<file path="src/rtl/hc595_pkg.sv">
// Shared definitions for the 74HC595 upstream driver: FSM state encoding.
package hc595_pkg;

  typedef logic [1:0] state_t;

  localparam state_t IDLE     = 2'd0;
  localparam state_t SHIFT_LO = 2'd1;
  localparam state_t SHIFT_HI = 2'd2;
  localparam state_t LATCH    = 2'd3;

endpackage

</file>
<file path="src/rtl/hc595_tick_gen.sv">
// Half-period timer: one-cycle tick every DIV cycles, realigned by restart.
module hc595_tick_gen #(
  parameter int DIV = 4
) (
  input  logic CLOCK,
  input  logic RESET,
  input  logic restart,
  output logic tick
);

  localparam int CW = $clog2(DIV + 1);

  logic [CW-1:0] cnt;

  assign tick = (cnt == CW'(DIV - 1));

  always_ff @(posedge CLOCK or negedge RESET) begin
    if (!RESET)                cnt <= '0;
    else if (restart || tick)  cnt <= '0;
    else                       cnt <= cnt + 1'b1;
  end

endmodule

</file>
<file path="src/rtl/hc595_driver.sv">
// Serialises a WIDTH-bit word MSB-first into a 74HC595 chain and pulses the latch.
// Optional HC595_READBACK_EN: captures the chain's previous contents from SQH into RDATA.
module hc595_driver
  import hc595_pkg::*;
#(
  parameter int WIDTH = 8,
  parameter int DIV   = 4
) (
  input  logic             CLOCK,
  input  logic             RESET,
  input  logic [WIDTH-1:0] DATA,
  input  logic             VALID,
  output logic             READY,
  input  logic             BLANK,
  output logic             DONE,
  output logic             A,
  output logic             SHIFTCLOCK,
  output logic             LATCHCLOCK,
`ifdef HC595_READBACK_EN
  input  logic             SQH,
  output logic [WIDTH-1:0] RDATA,
`endif
  output logic             OUTPUTENABLE
);

  localparam int BW = $clog2(WIDTH + 1);

  state_t           state, state_nxt;
  logic             tick, accept;
  logic [WIDTH-1:0] shreg;
  logic [BW-1:0]    bitcnt;
  logic             ready_nxt, done_nxt, a_nxt, sck_nxt, lck_nxt;

  assign accept = (state == IDLE) && VALID && READY;

  hc595_tick_gen #(.DIV(DIV)) u_tick (
    .CLOCK   (CLOCK),
    .RESET   (RESET),
    .restart (accept),
    .tick    (tick)
  );

  always_ff @(posedge CLOCK or negedge RESET) begin
    if (!RESET) state <= IDLE;
    else        state <= state_nxt;
  end

  always_comb begin
    state_nxt = state;
    case (state)
      IDLE:     if (accept) state_nxt = SHIFT_LO;
      SHIFT_LO: if (tick)   state_nxt = SHIFT_HI;
      SHIFT_HI: if (tick)   state_nxt = (bitcnt == BW'(1)) ? LATCH : SHIFT_LO;
      LATCH:    if (tick)   state_nxt = IDLE;
      default:              state_nxt = IDLE;
    endcase
  end

  always_ff @(posedge CLOCK or negedge RESET) begin
    if (!RESET) begin
      shreg  <= '0;
      bitcnt <= '0;
    end else if (accept) begin
      shreg  <= DATA;
      bitcnt <= BW'(WIDTH);
    end else if (state == SHIFT_HI && tick) begin
      shreg  <= shreg << 1;
      bitcnt <= bitcnt - 1'b1;
    end
  end

  // Pins are registered from the current state, so they trail the FSM by one cycle;
  // READY alone must also drop on the accepting edge to block a double accept.
  always_comb begin
    ready_nxt = (state == IDLE) && !accept;
    sck_nxt   = (state == SHIFT_HI);
    lck_nxt   = (state == LATCH);
    done_nxt  = (state == IDLE) && LATCHCLOCK;
    a_nxt     = A;
    if (state == IDLE)          a_nxt = 1'b0;
    else if (state == SHIFT_LO) a_nxt = shreg[WIDTH-1];
  end

  always_ff @(posedge CLOCK or negedge RESET) begin
    if (!RESET) begin
      READY        <= 1'b0;
      DONE         <= 1'b0;
      A            <= 1'b0;
      SHIFTCLOCK   <= 1'b0;
      LATCHCLOCK   <= 1'b0;
      OUTPUTENABLE <= 1'b1;
    end else begin
      READY        <= ready_nxt;
      DONE         <= done_nxt;
      A            <= a_nxt;
      SHIFTCLOCK   <= sck_nxt;
      LATCHCLOCK   <= lck_nxt;
      OUTPUTENABLE <= BLANK;
    end
  end

`ifdef HC595_READBACK_EN
  logic [WIDTH-1:0] cap;

  // SQH is sampled just before each shift-clock rise, i.e. the chain's old MSB first.
  always_ff @(posedge CLOCK or negedge RESET) begin
    if (!RESET) begin
      cap   <= '0;
      RDATA <= '0;
    end else begin
      if (state == SHIFT_LO && tick) cap <= {cap[WIDTH-2:0], SQH};
      if (done_nxt)                  RDATA <= cap;
    end
  end
`endif

endmodule
</file>
<file path="config.mk">
export PLATFORM = sky130hd
export DESIGN_NAME = hc595_driver
export DESIGN_NICKNAME = d
export VERILOG_FILES = /design/src/rtl/hc595_pkg.sv /design/src/rtl/hc595_tick_gen.sv /design/src/rtl/hc595_driver.sv
export SDC_FILE = /design/constraint.sdc
export NUM_CORES = 1
export LEC_CHECK = 0
export CAP_MARGIN = 20
export CORE_AREA = 4 4 49 51
export CTS_BUF_LIST = sky130_fd_sc_hd__clkbuf_8
export CTS_CLUSTER_DIAMETER = 40
export DETAILED_ROUTE_END_ITERATION = 12
export DIE_AREA = 0 0 53 55
export GPL_TIMING_DRIVEN = 0
export PLACE_DENSITY = 0.78
export SKIP_CTS_REPAIR_TIMING = 1
export SYNTH_ARGS = -nofsm -noshare
export SYNTH_HDL_FRONTEND = slang
export SYNTH_HIERARCHICAL = 1
export SYNTH_SLANG_ARGS = --single-unit
</file>
<file path="constraint.sdc">
create_clock -name CLOCK -period 1.8 [get_ports CLOCK]
set_input_delay 0.27 -clock CLOCK [delete_from_list [all_inputs] [get_ports CLOCK]]
set_output_delay 0.27 -clock CLOCK [all_outputs]
set_load 0.02 [all_outputs]
</file>
==> results of run 1 <==
==> critical path, stage by stage (launching register included) <==
cell     delay, ns
dfrtp_1       0.39
ha_1          0.21
ha_2          0.23
and3b_2       0.27
buf_6         0.15
a22o_1        0.18
a21o_1        0.15
==> power by group through the flow <==
stage / clock network, W / registers (W) / logic, W
2_1_floorplan: 0 / 0.000531 / 0.000000247
3_3_place_gp: 0 / 0.000529 / 0.0000380
3_5_place_dp: 0 / 0.000529 / 0.0000385
4_1_cts: 0.000321 / 0.000519 / 0.0000385
5_1_grt: 0.000347 / 0.000519 / 0.0000452
6_report: 0.000310 / 0.000518 / 0.0000411
==> state kept, by name, indices dropped and copies added, names as in the netlist <==
signal and flops:
A 1, DONE 1, LATCHCLOCK 1, OUTPUTENABLE 1, READY 1, SHIFTCLOCK 1
bitcnt 4, shreg 8, state 2, u_tick/cnt 3
==> placed cells by master, fill, tap and decap left out <==
cell type,n
ha_1,3
o21ai_0,3
nor3b_1,1
ha_2,1
inv_1,7
dfrtp_1,22
nand2_1,2
dfstp_2,1
and3b_2,1
o21ai_2,1
o2bb2ai_1,1
buf_2,1
and4bb_4,1
nor3b_2,1
nor2b_1,1
and3_1,1
mux2i_1,2
clkdlybuf4s50_1,17
mux2_2,1
nor2_4,1
nand3b_1,1
nor3_1,3
nor2_1,1
buf_8,1
a21o_1,5
or3_1,1
a21oi_1,2
and2_1,1
a22o_1,8
o41ai_1,1
o21bai_1,1
a211oi_1,1
buf_6,3
clkbuf_8,3
==> logic make-up after synthesis <==
logic type / share of synthesized area, %
flip-flops: 57.1
AND/OR/NAND/NOR: 11.5
multiplexers: 3.10
buffers and inverters: 6.07
adder cells (fa/ha/maj): 4.96
AO/OA/AOI/OAI: 17.2
==> stage by stage <==
stage | total power (W) | hold WS [ns] | util, % | instances | setup slack (ns)
after global routing | 0.000911 | 0.373 | 65.7 | 128 | 0.0588
final | 0.000869 | 0.343 | 65.7 | 128 | 0.118
after CTS | 0.000878 | 0.416 | 64.8 | 127 | 0.0285
after detailed placement | 0.000567 | 0.426 | 62.5 | 123 | 0.0550
after floorplan | 0.000531 | -0.0256 | - | 79 | 0.175
after global placement | 0.000567 | 0.419 | 62.5 | 123 | 0.0923
==> per-layer routing <==
metal	up-vias	track usage [%]
li1	325	-
met2	17	23.8
met5	-	0
met3	4	2.41
met1	318	16.4
met4	0	8.94
==> worst paths after layout <==
check                                   startpoint                      end  slack (ns)  depth (start not counted)
setup / recovery           u_tick/cnt[0]$_DFF_PN0_     shreg[5]$_DFFE_PN0P_        0.12                          6
hold / removal                               RESET     state[1]$_DFFE_PN0P_        0.34                          1
setup reg to reg           u_tick/cnt[0]$_DFF_PN0_     shreg[5]$_DFFE_PN0P_        0.12                          6
hold reg to reg            u_tick/cnt[0]$_DFF_PN0_  u_tick/cnt[0]$_DFF_PN0_        0.45                          1
max in group asynchronous                    RESET     state[0]$_DFFE_PN0P_        1.00                          2
min in group CLOCK                           BLANK   OUTPUTENABLE$_DFF_PN1_        0.42                          1
==> area by class of cell <==
type | count | area [um^2] | area share (%)
tap | 27 | 33.8 | 2.65
timing repair buffer | 18 | 185 | 14.5
clock buffer | 3 | 41.3 | 3.24
buffer | 4 | 38.8 | 3.04
inverter | 6 | 22.5 | 1.76
sequential | 23 | 577 | 45.2
multi-input combinational | 46 | 374 | 29.3
clock inverter | 1 | 3.75 | 0.294
==> out/metrics.yaml, run 1 <==
pwr:
  p_clk_share_pct: 35.6
  p_per_area_mw_per_mm2: 681
  switchingPower_w: 0.000173
  ir_worst_vdd_mv: 0.531
  p_comb_share_pct: 4.7
  leakagePower_nw: 0.574
  p_sw_share_pct: 19.9
  pwr-share-seq_pct: 59.6
  intPower_w: 0.000696
synthesis:
  synth_top_area_share_pct: 54.5
  synth.most_common_cell: "dfrtp_1"
  synth_nets: 95
  netlist_top_cells_count: "dfrtp_1, a22o_1, inv_1"
  syn_inst: 79
  ys_ff_latch: 23
  netlist_area_mm2: 0.00101
  synth_edf_count: 0
  synth_top_area_cell: "dfrtp_1"
  yosys_warnings: 6
  synth_area_leaders: "dfrtp_1, a22o_1, ha_1"
  synthArstFlopShare_pct: 100
  yosysSeqAreaShare_pct: 57.1
  synth_flop_cell: "dfrtp_1"
  synth_cell_types: 30
  avgSynthCellArea_um2: 12.8
floorplanning:
  rows: 16
  die_h_um: 55
  initial_utilization_pct: 52.0
  boundaryPins: 18
  die-area_mm2: 0.00292
  core_mm2: 0.00194
  die_x_um: 53
detailed_routing:
  wl_met1_um: 769
  viasPerCell: 5.19
  route.detailed.drc: 0
  top_layer: "met4"
  first_pass_iters: 2
  postRouteAntennaNets: 0
  drt_iter0_drc: 8
  wl_per_cell_um: 13.3
  wl_met2_um: 794
  wl_met3_um: 103
  wl_um: 1700
  vias: 664
global_routing:
  gr-usage-all-layers_pct: 14.0
  grt_first_pass_wirelength_um: 2860
  antenna_found_initial: 0
  grt_start_max_net_pins: 24
  grt_overflow: 0
  first_global_vias: 676
setup_path:
  crit_type: "reg -> reg"
  end_kind: "register"
  crit_required_ns: 1.96
  startpoint_type: "register"
  critPathMaxFanout: 10
  worstPathArrival_ns: 1.84
cts:
  clk_pin_slew_ns: 0.08
  htreeDepth: 1
  clk_latency_ns: 0.26
  cts_tree: "done"
  cts.sinks: 23
  cts_buffers: 3
  cts-root-buf: "clkbuf_8"
  cts_buffer_depth: 2
timing:
  post-route-period-util_pct: 93.5
  slew_headroom_pct: 66.1
  clock.fmax_ghz: 0.594
  finalMaxSlewViolations: 0
  fin_setup_tns_ns: 0
  setup_viol: 0
  worst_pin_slew_ns: 0.507
  finClkSkew_ns: 0.000971
  fin_crit_ns: 1.68
  rsz0062_at_grt: "no"
  hold_viol: 0
cells_and_area:
  nFillCells: 157
  finalNetCount: 118
  stdcell_area_mm2: 0.00128
  antenna_cells: 0
  area_growth_pct: 26.4
  drive_gt1_share_pct: 15.8
hold_path:
  hold_path.class: "in -> async"
run_status:
  status: "completed"
placed_design:
  routabilityCongestion: 0.677
  port-buffer-count: 17
  dp_hpwl_um: 1190
  placed_area_mm2: 0.00121
run:
  maxCapViolCount: 0
No activity file was read; power rests on OpenSTA's default activity.
==> run 2, diff against run 1 <==
--- a/config.mk
+++ b/config.mk
@@ -5,15 +5,16 @@
 export SDC_FILE = /design/constraint.sdc
 export NUM_CORES = 1
 export LEC_CHECK = 0
-export CAP_MARGIN = 20
 export CORE_AREA = 4 4 49 51
 export CTS_BUF_LIST = sky130_fd_sc_hd__clkbuf_8
 export CTS_CLUSTER_DIAMETER = 40
+export CTS_CLUSTER_SIZE = 10
 export DETAILED_ROUTE_END_ITERATION = 12
 export DIE_AREA = 0 0 53 55
 export GPL_TIMING_DRIVEN = 0
 export PLACE_DENSITY = 0.78
 export SKIP_CTS_REPAIR_TIMING = 1
+export SLEW_MARGIN = 20
 export SYNTH_ARGS = -nofsm -noshare
 export SYNTH_HDL_FRONTEND = slang
 export SYNTH_HIERARCHICAL = 1
==> out/metrics.yaml, run 2 (same netlist as run 1, synthesis figures left out) <==
run_status:
  status: "completed"  # unchanged
hold_path:
  hold_path.class: "in -> reg"  # was in -> async
timing:
  hold_viol: 0  # unchanged
  worst_pin_slew_ns: 0.500  # was 0.507 ns
  rsz0062_at_grt: "no"  # unchanged
  clock.fmax_ghz: 0.594  # about the same
  fin_crit_ns: 1.68  # about the same
  fin_setup_tns_ns: 0  # unchanged
  finalMaxSlewViolations: 0  # unchanged
  finClkSkew_ns: 0.000857  # was 0.000971 ns
  post-route-period-util_pct: 93.5  # about the same
  slew_headroom_pct: 66.7  # was 66.1%
  setup_viol: 0  # unchanged
cells_and_area:
  drive_gt1_share_pct: 15.8  # unchanged
  stdcell_area_mm2: 0.00127  # was 0.00128 mm^2
  finalNetCount: 118  # unchanged
  final_cell_mix: "dfrtp_1, clkdlybuf4s50_1, a22o_1, inv_1, a21o_1"  # unchanged
  top_regs: "shreg (8), bitcnt (4), u_tick/cnt (3)"  # unchanged
  largest_reg_flops: 8  # unchanged
  layout_commonest_cell: "dfrtp_1"  # unchanged
  antenna_cells: 0  # unchanged
  area_growth_pct: 25.4  # was 26.4%
  regMostFlops: "shreg"  # unchanged
setup_path:
  critPathMaxFanout: 10  # unchanged
  crit_type: "reg -> reg"  # unchanged
  startpoint_type: "register"  # unchanged
  crit_chain: "ha_1 > ha_2 > and3b_2 > buf_6 > a22o_1 > a21o_1"  # unchanged
  end_kind: "register"  # unchanged
  cpMaxStageDelayCell: "dfrtp_1"  # unchanged
  worstPathArrival_ns: 1.84  # about the same
  critical_path.max_stage_delay_ns: 0.39  # about the same
  crit_required_ns: 1.96  # about the same
pwr:
  ir_worst_vdd_mv: 0.531  # about the same
  intPower_w: 0.000693  # was 0.000696 W
  leakagePower_nw: 0.571  # was 0.574 nW
  p_comb_share_pct: 4.4  # was 4.7%
  pwr-share-seq_pct: 59.9  # was 59.6%
  p_sw_share_pct: 19.9  # about the same
  p_clk_share_pct: 35.8  # was 35.6%
  switchingPower_w: 0.000173  # about the same
  p_per_area_mw_per_mm2: 684  # was 681 mW/mm^2
floorplanning:
  core_mm2: 0.00194  # unchanged
  die_x_um: 53  # unchanged
  die-area_mm2: 0.00292  # unchanged
  rows: 16  # unchanged
  boundaryPins: 18  # unchanged
  initial_utilization_pct: 52.0  # unchanged
  die_h_um: 55  # unchanged
global_routing:
  grt_first_pass_wirelength_um: 2860  # unchanged
  grt_overflow: 0  # unchanged
  grt_start_max_net_pins: 24  # unchanged
  gr-usage-all-layers_pct: 14.0  # unchanged
  antenna_found_initial: 0  # unchanged
  first_global_vias: 676  # unchanged
cts:
  cts_buffers: 3  # unchanged
  cts.sinks: 23  # unchanged
  clk_latency_ns: 0.26  # about the same
  htreeDepth: 1  # unchanged
  cts_tree: "done"  # unchanged
  clk_pin_slew_ns: 0.08  # about the same
  cts-root-buf: "clkbuf_8"  # unchanged
  cts_buffer_depth: 2  # unchanged
placed_design:
  dp_hpwl_um: 1190  # unchanged
  routabilityCongestion: 0.677  # unchanged
  placed_area_mm2: 0.00121  # unchanged
  port-buffer-count: 17  # unchanged
detailed_routing:
  top_layer: "met4"  # unchanged
  wl_um: 1690  # was 1700 um
  first_pass_iters: 2  # unchanged
  postRouteAntennaNets: 0  # unchanged
  wl_met2_um: 790  # was 794 um
  wl_per_cell_um: 13.2  # was 13.3 um
  wl_met1_um: 765  # was 769 um
  viasPerCell: 5.21  # was 5.19
  wl_met3_um: 99  # was 103 um
  drt_iter0_drc: 8  # unchanged
  vias: 667  # was 664
  route.detailed.drc: 0  # unchanged
run:
  maxCapViolCount: 0  # unchanged
run 2: worst paths after layout:
path	from	end	slack [ns]	cells past startpoint
worst min register to register	u_tick/cnt[0]$_DFF_PN0_	u_tick/cnt[0]$_DFF_PN0_	0.45	1
worst min-delay path	BLANK	OUTPUTENABLE$_DFF_PN1_	0.42	1
max in group asynchronous	RESET	OUTPUTENABLE$_DFF_PN1_	0.93	2
worst max-delay path	u_tick/cnt[0]$_DFF_PN0_	shreg[5]$_DFFE_PN0P_	0.12	6
worst max register to register	u_tick/cnt[0]$_DFF_PN0_	shreg[5]$_DFFE_PN0P_	0.12	6
min in group asynchronous	RESET	LATCHCLOCK$_DFF_PN0_	0.51	2
run 2: power groups by stage:
stage	Clock (W)	Sequential, W	Combinational [W]
after floorplan	0	0.000531	0.000000247
after detailed placement	0	0.000529	0.0000385
after global placement	0	0.000529	0.0000380
final	0.000310	0.000518	0.0000379
after global routing	0.000347	0.000519	0.0000418
after CTS	0.000321	0.000519	0.0000385
run 2: cell type report:
cell class / count / area (um^2)
fill: 155 / 676
sequential: 23 / 577
multi-input combinational: 46 / 374
timing repair buffer: 18 / 175
clock buffer: 3 / 41.3
buffer: 4 / 38.8
tap: 27 / 33.8
inverter: 6 / 22.5
clock inverter: 1 / 3.75
run 2: through the flow:
step	hold slack [ns]	utilization, %	setup slack (ns)	cells	total power (W)
after global placement	0.419	62.5	0.0923	123	0.000567
after detailed placement	0.426	62.5	0.0550	123	0.000567
after CTS	0.416	64.8	0.0285	127	0.000878
final	0.416	65.2	0.117	128	0.000866
after floorplan	-0.0256	-	0.175	79	0.000531
after global routing	0.421	65.2	0.0588	128	0.000907
run 2: layer usage:
metal  GRT usage [%]  vias up
met4            8.94        0
met5               0        -
met1            16.4      321
met2            23.8       17
li1                -      325
met3            2.41        4
run 2: worst max-delay path: cells and delay by family (launching register included):
kind	cells	cell delay, ns
compound gates	2	0.33
fa+ha+maj	2	0.44
buf+inv	1	0.15
flops	1	0.39
simple gates	1	0.27
